==> src/rtl/connect4_pkg.sv <==
// Shared Connect Four definitions: board geometry, cell codes and the board type
// used by both the move-execution stage and the win checker.
package connect4_pkg;

    localparam int ROWS = 6;
    localparam int COLS = 7;

    localparam logic [2:0] CELL_EMPTY = 3'b000;
    localparam logic [2:0] CELL_P1    = 3'b001;
    localparam logic [2:0] CELL_P2    = 3'b010;
    localparam logic [2:0] CELL_WIN   = 3'b011;

    // board[row][col], row 0 at the top
    typedef logic [ROWS-1:0][COLS-1:0][2:0] board_t;

endpackage

==> src/rtl/token_drop_ctrl_if.sv <==
// Move request handshake between the input/turn logic (master) and token_drop_ctrl (slave).
interface token_drop_ctrl_if;

    logic       move_valid;
    logic [2:0] move_col;
    logic       move_ready;

    modport master (output move_valid, output move_col, input move_ready);
    modport slave  (input move_valid, input move_col, output move_ready);

endinterface

==> src/rtl/token_drop_ctrl.sv <==
// Connect Four move execution: scans the selected column bottom-up, commits the current
// player's token and toggles the turn. Optional drop animation: TOKEN_DROP_ANIM_EN.
//
// state  | meaning
// IDLE   | waiting for a move; move_ready high unless game over or board full
// SCAN   | testing one row per cycle, bottom row first, for the first empty cell
// FALL   | animation overlay stepping fall_row 0..r (TOKEN_DROP_ANIM_EN only)
// PLACE  | write token, toggle turn, bump move count, pulse move_done
// REJECT | invalid or full column; pulse move_reject, nothing else changes
module token_drop_ctrl
    import connect4_pkg::*;
#(
    parameter int ROWS        = connect4_pkg::ROWS,
    parameter int COLS        = connect4_pkg::COLS,
    parameter int FALL_CYCLES = 4
) (
    input  logic                               clk,
    input  logic                               rst,
    token_drop_ctrl_if.slave                   mv,
    input  logic                               juego_terminado,
    output logic [ROWS-1:0][COLS-1:0][2:0]     board,
    output logic                               turn,
    output logic                               move_done,
    output logic                               move_reject,
    output logic [2:0]                         placed_row,
    output logic                               tablero_lleno,
    output logic                               fall_active,
    output logic [2:0]                         fall_row,
    output logic [2:0]                         fall_col
);

    localparam int CNT_W = $clog2(ROWS*COLS + 1);

    if (ROWS < 1 || ROWS > 8 || COLS < 1 || COLS > 8 || FALL_CYCLES < 1) begin : g_bad_params
        $error("token_drop_ctrl: ROWS/COLS must be 1..8 and FALL_CYCLES >= 1");
    end

    typedef enum logic [2:0] {
        S_IDLE   = 3'd0,
        S_SCAN   = 3'd1,
        S_PLACE  = 3'd2,
        S_REJECT = 3'd3
`ifdef TOKEN_DROP_ANIM_EN
        ,S_FALL  = 3'd4
`endif
    } state_t;

    state_t             state, state_nxt;
    logic [2:0]         col_q;
    logic [2:0]         scan_row;
    logic [2:0]         scan_cell;
    logic               cell_empty;
    logic               accept;
    logic [CNT_W-1:0]   move_cnt;

    assign mv.move_ready = !rst && (state == S_IDLE) && !juego_terminado && !tablero_lleno;
    assign accept        = mv.move_valid && mv.move_ready;
    assign scan_cell     = board[scan_row][col_q];
    assign cell_empty    = (scan_cell == CELL_EMPTY);

`ifdef TOKEN_DROP_ANIM_EN
    localparam int HOLD_W = $clog2(FALL_CYCLES + 1);

    logic [HOLD_W-1:0]  hold_cnt;
    logic [2:0]         fall_row_q;
    logic               fall_last;

    assign fall_last   = (hold_cnt == '0) && (fall_row_q == scan_row);
    assign fall_active = (state == S_FALL);
    assign fall_row    = fall_active ? fall_row_q : 3'd0;
    assign fall_col    = fall_active ? col_q : 3'd0;
`else
    assign fall_active = 1'b0;
    assign fall_row    = 3'd0;
    assign fall_col    = 3'd0;
`endif

    always_ff @(posedge clk) begin
        if (rst) state <= S_IDLE;
        else     state <= state_nxt;
    end

    always_comb begin
        state_nxt = state;
        case (state)
            S_IDLE: begin
                if (accept) state_nxt = (int'(mv.move_col) >= COLS) ? S_REJECT : S_SCAN;
            end
            S_SCAN: begin
                if (cell_empty) begin
`ifdef TOKEN_DROP_ANIM_EN
                    state_nxt = S_FALL;
`else
                    state_nxt = S_PLACE;
`endif
                end else if (scan_row == 3'd0) begin
                    state_nxt = S_REJECT;
                end
            end
`ifdef TOKEN_DROP_ANIM_EN
            S_FALL: begin
                if (fall_last) state_nxt = S_PLACE;
            end
`endif
            S_PLACE:  state_nxt = S_IDLE;
            S_REJECT: state_nxt = S_IDLE;
            default:  state_nxt = S_IDLE;
        endcase
    end

    always_ff @(posedge clk) begin
        if (rst) begin
            board         <= '0;
            turn          <= 1'b0;
            move_done     <= 1'b0;
            move_reject   <= 1'b0;
            placed_row    <= 3'd0;
            tablero_lleno <= 1'b0;
            move_cnt      <= '0;
            col_q         <= 3'd0;
            scan_row      <= 3'd0;
`ifdef TOKEN_DROP_ANIM_EN
            hold_cnt      <= '0;
            fall_row_q    <= 3'd0;
`endif
        end else begin
            move_done   <= 1'b0;
            move_reject <= 1'b0;
            case (state)
                S_IDLE: begin
                    if (accept) begin
                        col_q    <= mv.move_col;
                        scan_row <= 3'(ROWS - 1);
                    end
                end
                S_SCAN: begin
                    // scan_row stops on the first empty row and is reused as the target row
                    if (!cell_empty && scan_row != 3'd0) scan_row <= scan_row - 3'd1;
`ifdef TOKEN_DROP_ANIM_EN
                    if (cell_empty) begin
                        fall_row_q <= 3'd0;
                        hold_cnt   <= HOLD_W'(FALL_CYCLES - 1);
                    end
`endif
                end
`ifdef TOKEN_DROP_ANIM_EN
                S_FALL: begin
                    if (hold_cnt == '0) begin
                        hold_cnt <= HOLD_W'(FALL_CYCLES - 1);
                        if (fall_row_q != scan_row) fall_row_q <= fall_row_q + 3'd1;
                    end else begin
                        hold_cnt <= hold_cnt - 1'b1;
                    end
                end
`endif
                S_PLACE: begin
                    board[scan_row][col_q] <= turn ? CELL_P2 : CELL_P1;
                    placed_row             <= scan_row;
                    turn                   <= ~turn;
                    move_cnt               <= move_cnt + 1'b1;
                    move_done              <= 1'b1;
                    if (move_cnt == CNT_W'(ROWS*COLS - 1)) tablero_lleno <= 1'b1;
                end
                S_REJECT: move_reject <= 1'b1;
                default: ;
            endcase
        end
    end

endmodule

==> src/flat_wrapper.sv <==
// flat-port wrapper written by rule: the top's interface ports become plain ports
module token_drop_ctrl_flat import connect4_pkg::*;
#(
    parameter int ROWS        = connect4_pkg::ROWS,
    parameter int COLS        = connect4_pkg::COLS,
    parameter int FALL_CYCLES = 4
)
  (clk, rst, juego_terminado, board, turn, move_done, move_reject, placed_row, tablero_lleno, fall_active, fall_row, fall_col, mv_move_valid, mv_move_col, mv_move_ready);
  token_drop_ctrl_if mv_i ();
  input  logic clk;
  input  logic rst;
  input  logic juego_terminado;
  output logic [ROWS-1:0][COLS-1:0][2:0] board;
  output logic turn;
  output logic move_done;
  output logic move_reject;
  output logic [2:0] placed_row;
  output logic tablero_lleno;
  output logic fall_active;
  output logic [2:0] fall_row;
  output logic [2:0] fall_col;
  input wire logic [$bits(mv_i.move_valid)-1:0] mv_move_valid;
  input wire logic [$bits(mv_i.move_col)-1:0] mv_move_col;
  output wire logic [$bits(mv_i.move_ready)-1:0] mv_move_ready;
  assign mv_i.move_valid = mv_move_valid;
  assign mv_i.move_col = mv_move_col;
  assign mv_move_ready = mv_i.move_ready;
  token_drop_ctrl #(.ROWS(ROWS), .COLS(COLS), .FALL_CYCLES(FALL_CYCLES)) u_core (.clk(clk), .rst(rst), .mv(mv_i), .juego_terminado(juego_terminado), .board(board), .turn(turn), .move_done(move_done), .move_reject(move_reject), .placed_row(placed_row), .tablero_lleno(tablero_lleno), .fall_active(fall_active), .fall_row(fall_row), .fall_col(fall_col));
endmodule
==> config.mk <==
export PLATFORM = sky130hd
export DESIGN_NAME = token_drop_ctrl_flat
export DESIGN_NICKNAME = d
export VERILOG_FILES = /design/src/rtl/connect4_pkg.sv /design/src/rtl/token_drop_ctrl_if.sv /design/src/rtl/token_drop_ctrl.sv /design/src/flat_wrapper.sv
export SDC_FILE = /design/constraint.sdc
export NUM_CORES = 1
export LEC_CHECK = 0
export BUFFER_PORTS_ARGS = -buffer_cell sky130_fd_sc_hd__buf_2
export CORE_ASPECT_RATIO = 1.5
export CORE_MARGIN = 4
export CORE_UTILIZATION = 52
export DETAILED_ROUTE_END_ITERATION = 10
export GPL_TIMING_DRIVEN = 0
export PLACE_DENSITY = 0.87
export SLEW_MARGIN = 20
export SYNTH_ARGS = -nofsm -noshare
export SYNTH_HDL_FRONTEND = slang
export SYNTH_SLANG_ARGS = --single-unit
==> constraint.sdc <==
create_clock -name clk -period 2.3 [get_ports clk]
set_input_delay 0.115 -clock clk [delete_from_list [all_inputs] [get_ports clk]]
set_output_delay 0.115 -clock clk [all_outputs]
set_load 0.03 [all_outputs]
==> results.md <==
- Max-cap violations: 0
- GR Util met2: 0.442
- 1st-pass router iterations: 6
- Core area: 9630 um2
- Grt peak-use layer: met2
- Register area: 2100 um2
- Dpl hpwl: approximately 11000 um
- Critical path arrival: 2460 ps
- Aggregate routed wire length: 15400 um
- Critical path fanouts, max: 10
- Vias: between 5000 and 6000
- Largest net degree at the start of global routing: 18
- Post-Place Cells: around 920
- Startpoint Class: flop
- Total congestion overflow: 0
- Least-Margin Pin Slew: 788 ps
- Worst min path class: in2reg
- Slew Viols, Final: 0
- Multi-input gate area: approximately 2700 um2
- Drt wl/cell: approximately 17 um
- First-pass GRT wire length: around 23000 um
- Clk_lat worst skew: about 360 ps
- Final period util: 0.966
- Rel. slew slack: 0.471
- Worst R2R Setup Slack: ~77 ps
- Row count: 44
- IR drop worst, VDD: ~0.43 mV
- Synth area leaders: dfxtp_1, nor2_1, a21oi_1
- Type of the worst setup path: reg2reg
- Cts hold-fix bufs: 0
- Area post-placement: about 5900 um2
- Total clock buffers created by CTS: 9
- Async set-reset flop share out of synthesis: 0
- Yosys warnings: 0
- Clock skew: around 6.7 ps
- Final Setup Violations: 0
- Post-Layout Cell Count: roughly 930
- Hold Crit Endpoint: u_core.col_q[1]
- Mapped Area: between 5000 and 6000 um2
- Clock sink count: about 110
- Status: complete, no violations
- CP required: 2540 ps
- Vert. Die Dim: approximately 130 um
- Share of cells above drive strength 1: 0.245
- Final Hold Vio Count: 0
- Crit-path cells: buf_6 -> nand3b_2 -> o21ai_1 -> nor4b_1 -> nor3_1 -> nor2_2 -> a21oi_4 -> mux2_1
- Worst Reg-to-Reg Cells: 8
- DRC: 0
- Layout net count: ~820
- Crit path max-delay cell type: dfxtp_2
- GRT Overall Usage: 0.264
- Syn_area_per_cell: 7.81 um2
- GPL Wtd Cong: 0.964
- Design Area, Final: 6280 um2
- Post-synth top flop: dfxtp_1
- Hold depth: 3
- Met3 GRT Util: 0.0413
- CTS max path bufs: 2
- Vias per Instance: ~5.6
- CTS tree: yes
- Worst Setup End Kind: flop
- Post-synth cell types: between 60 and 70
- Final antenna-violating net count: 0
- Filler cells: approximately 820
- Register bit total from synthesis: about 110
- Post-synthesis cell count: roughly 660
- Starting Density: 0.532
- Power per Cell Area: 584 nW/um2
- HP Start: mv_move_col[1]
- Layout area overhead: 22.6%
- Clock transition at path regs: 70 ps
- Largest stage delay on the critical path: around 400 ps
- Clk root buf: clkbuf_16
- Via count of the first global-routing pass: 4636
- Antenna violations before repair: 0
- Ant diodes: 0
- Minimum clock period: 2220 ps
- Worst R2R End: u_core.scan_row[1]
- Ports: around 150
- Die width: slightly below 90 um
- PortBufs: 97
- Sequential cell area fraction in the yosys report: 0.410
- H-Tree Depth: 3
- DRT iter0 DRCs: 483
- Post-synth EDFFs: 0
- Post-synth top area share: 0.410
- Leakage: approximately 0.0027 uW
- Leading area contributor after synthesis: dfxtp_1
- DIE AREA: roughly 12000 um2
- Max Freq: between 400 and 500 MHz
- Worst r2r src: u_core.scan_row[2]
- Grt met1 use: 0.312
==> cell usage after synthesis, types with 2 or more instances <==
cell type,count
dfxtp_1,105
xor2_1,4
nor2_1,131
nor4b_1,4
nand3_1,24
and3_1,2
a21oi_1,74
inv_1,8
o32ai_1,2
o21bai_1,3
nand2_1,79
a211oi_1,4
a221oi_1,2
clkbuf_1,24
buf_2,5
inv_2,2
nand4_1,2
nor2b_1,3
nor3_1,13
mux2i_1,26
nor4_1,4
o21ai_1,4
a2111oi_2,2
nor3b_1,2
buf_6,4
buf_1,3
ha_1,4
or3_1,3
a221oi_2,2
a211o_1,2
o21ai_0,28
a31oi_1,2
xnor2_1,2
nand2b_1,2
buf_4,49
==> registers in the layout, summed over array words and instances (netlist names), 2 cells and up <==
| register | flops |
|---|---|
| u_core.board | 84 |
| u_core.move_cnt | 6 |
| u_core.col_q | 3 |
| u_core.placed_row | 3 |
| u_core.scan_row | 3 |
| u_core.state | 2 |
==> where the power goes <==
group          switching, uW  internal, uW
combinational            275           121
clock                    703           736
sequential              10.8          1820
==> layout make-up <==
class | count | share of cell area
clock inverter | 6 | 0.00697
tap | 115 | 0.0229
timing repair buffer | 98 | 0.0785
clock buffer | 10 | 0.0365
inverter | 10 | 0.00598
sequential | 105 | 0.335
multi-input combinational | 502 | 0.425
buffer | 86 | 0.0896
==> stage by stage <==
stage / hold WS [ps] / util / total power, uW / setup WS (ps) / setup TNS, ps
2_1_floorplan: 262 / - / 2180 / 219 / 0
3_3_place_gp: 381 / 0.616 / 2250 / -38.8 / -38.8
3_5_place_dp: 383 / 0.616 / 2250 / -46.3 / -46.3
4_1_cts: 21.3 / 0.645 / 3650 / 12.0 / 0
5_1_grt: 70.3 / 0.652 / 3750 / -0.547 / -0.547
6_report: 25.3 / 0.652 / 3670 / 77.3 / 0
==> timing repair <==
| item | CTS | global route |
|---|---|---|
| pin swaps | 0 | 3 |
| hold endpoints to repair | 0 | 0 |
| resized for setup | 2 | 14 |
| buffers inserted | 0 | 1 |
| setup endpoints to repair | 2 | 25 |
==> cells in the final DEF (no fill, tap or decap), drive strengths merged, types with 2 or more instances in the layout <==
cell type and instances:
a211oi 4, mux2i 26, clkinvlp 4, o21ai 32, xor2 4, nor3b 4
nor3 14, o32ai 2, nand4 2, buf 160, a21oi 75, a31oi 2
nor2b 3, nand2b 2, and3 2, or3 3, a2111oi 3, xnor2 2
nand3b 2, inv 11, nor4b 4, o21bai 3, nor2 131, nand2 79
dfxtp 105, ha 4, a211o 3, a221oi 4, o22ai 2, clkbuf 34
conb 49, nor4 4, nand3 24, or3b 2
==> routing by layer <==
metal / part of all wire / vias to the layer above
li1: - / 2436
met2: 0.49 / 316
met5: 0 / -
met4: 0.050 / 0
met1: 0.36 / 2381
met3: 0.096 / 63
==> kinds of logic after synthesis <==
| kind of cell | count (synthesis) | share of synthesized area |
|---|---|---|
| other | 1 | 0.000732 |
| DFF | 105 | 0.410 |
| and+or+nand+nor | 280 | 0.240 |
| muxes | 27 | 0.0530 |
| adders and majority gates | 4 | 0.00977 |
| buffers and inverters | 97 | 0.117 |
| AOI/OAI and AO/OA | 136 | 0.159 |
| xor gates and xnor gates | 6 | 0.0103 |
==> how the worst max path moves through the flow <==
stage | end | slack, ps | startpoint
detailed placement | u_core.scan_row[1] | -50 | u_core.scan_row[0]
floorplan | u_core.scan_row[1] | 220 | u_core.tablero_lleno
global route | u_core.board[100] | -0.5 | u_core.state[1]
CTS | u_core.board[24] | 10 | u_core.col_q[2]
finish | u_core.scan_row[1] | 80 | u_core.scan_row[2]
global placement | u_core.scan_row[1] | -40 | u_core.scan_row[0]
==> worst max-delay path, delay by kind of cell, from the launching register on <==
kind | cells | cell delay [ps]
AO/OA/AOI/OAI | 2 | 210
buffers and inverters | 1 | 170
flip-flops | 1 | 400
multiplexers | 1 | 320
AND/OR/NAND/NOR | 4 | 1000
Power figures use the tool's default switching activity.
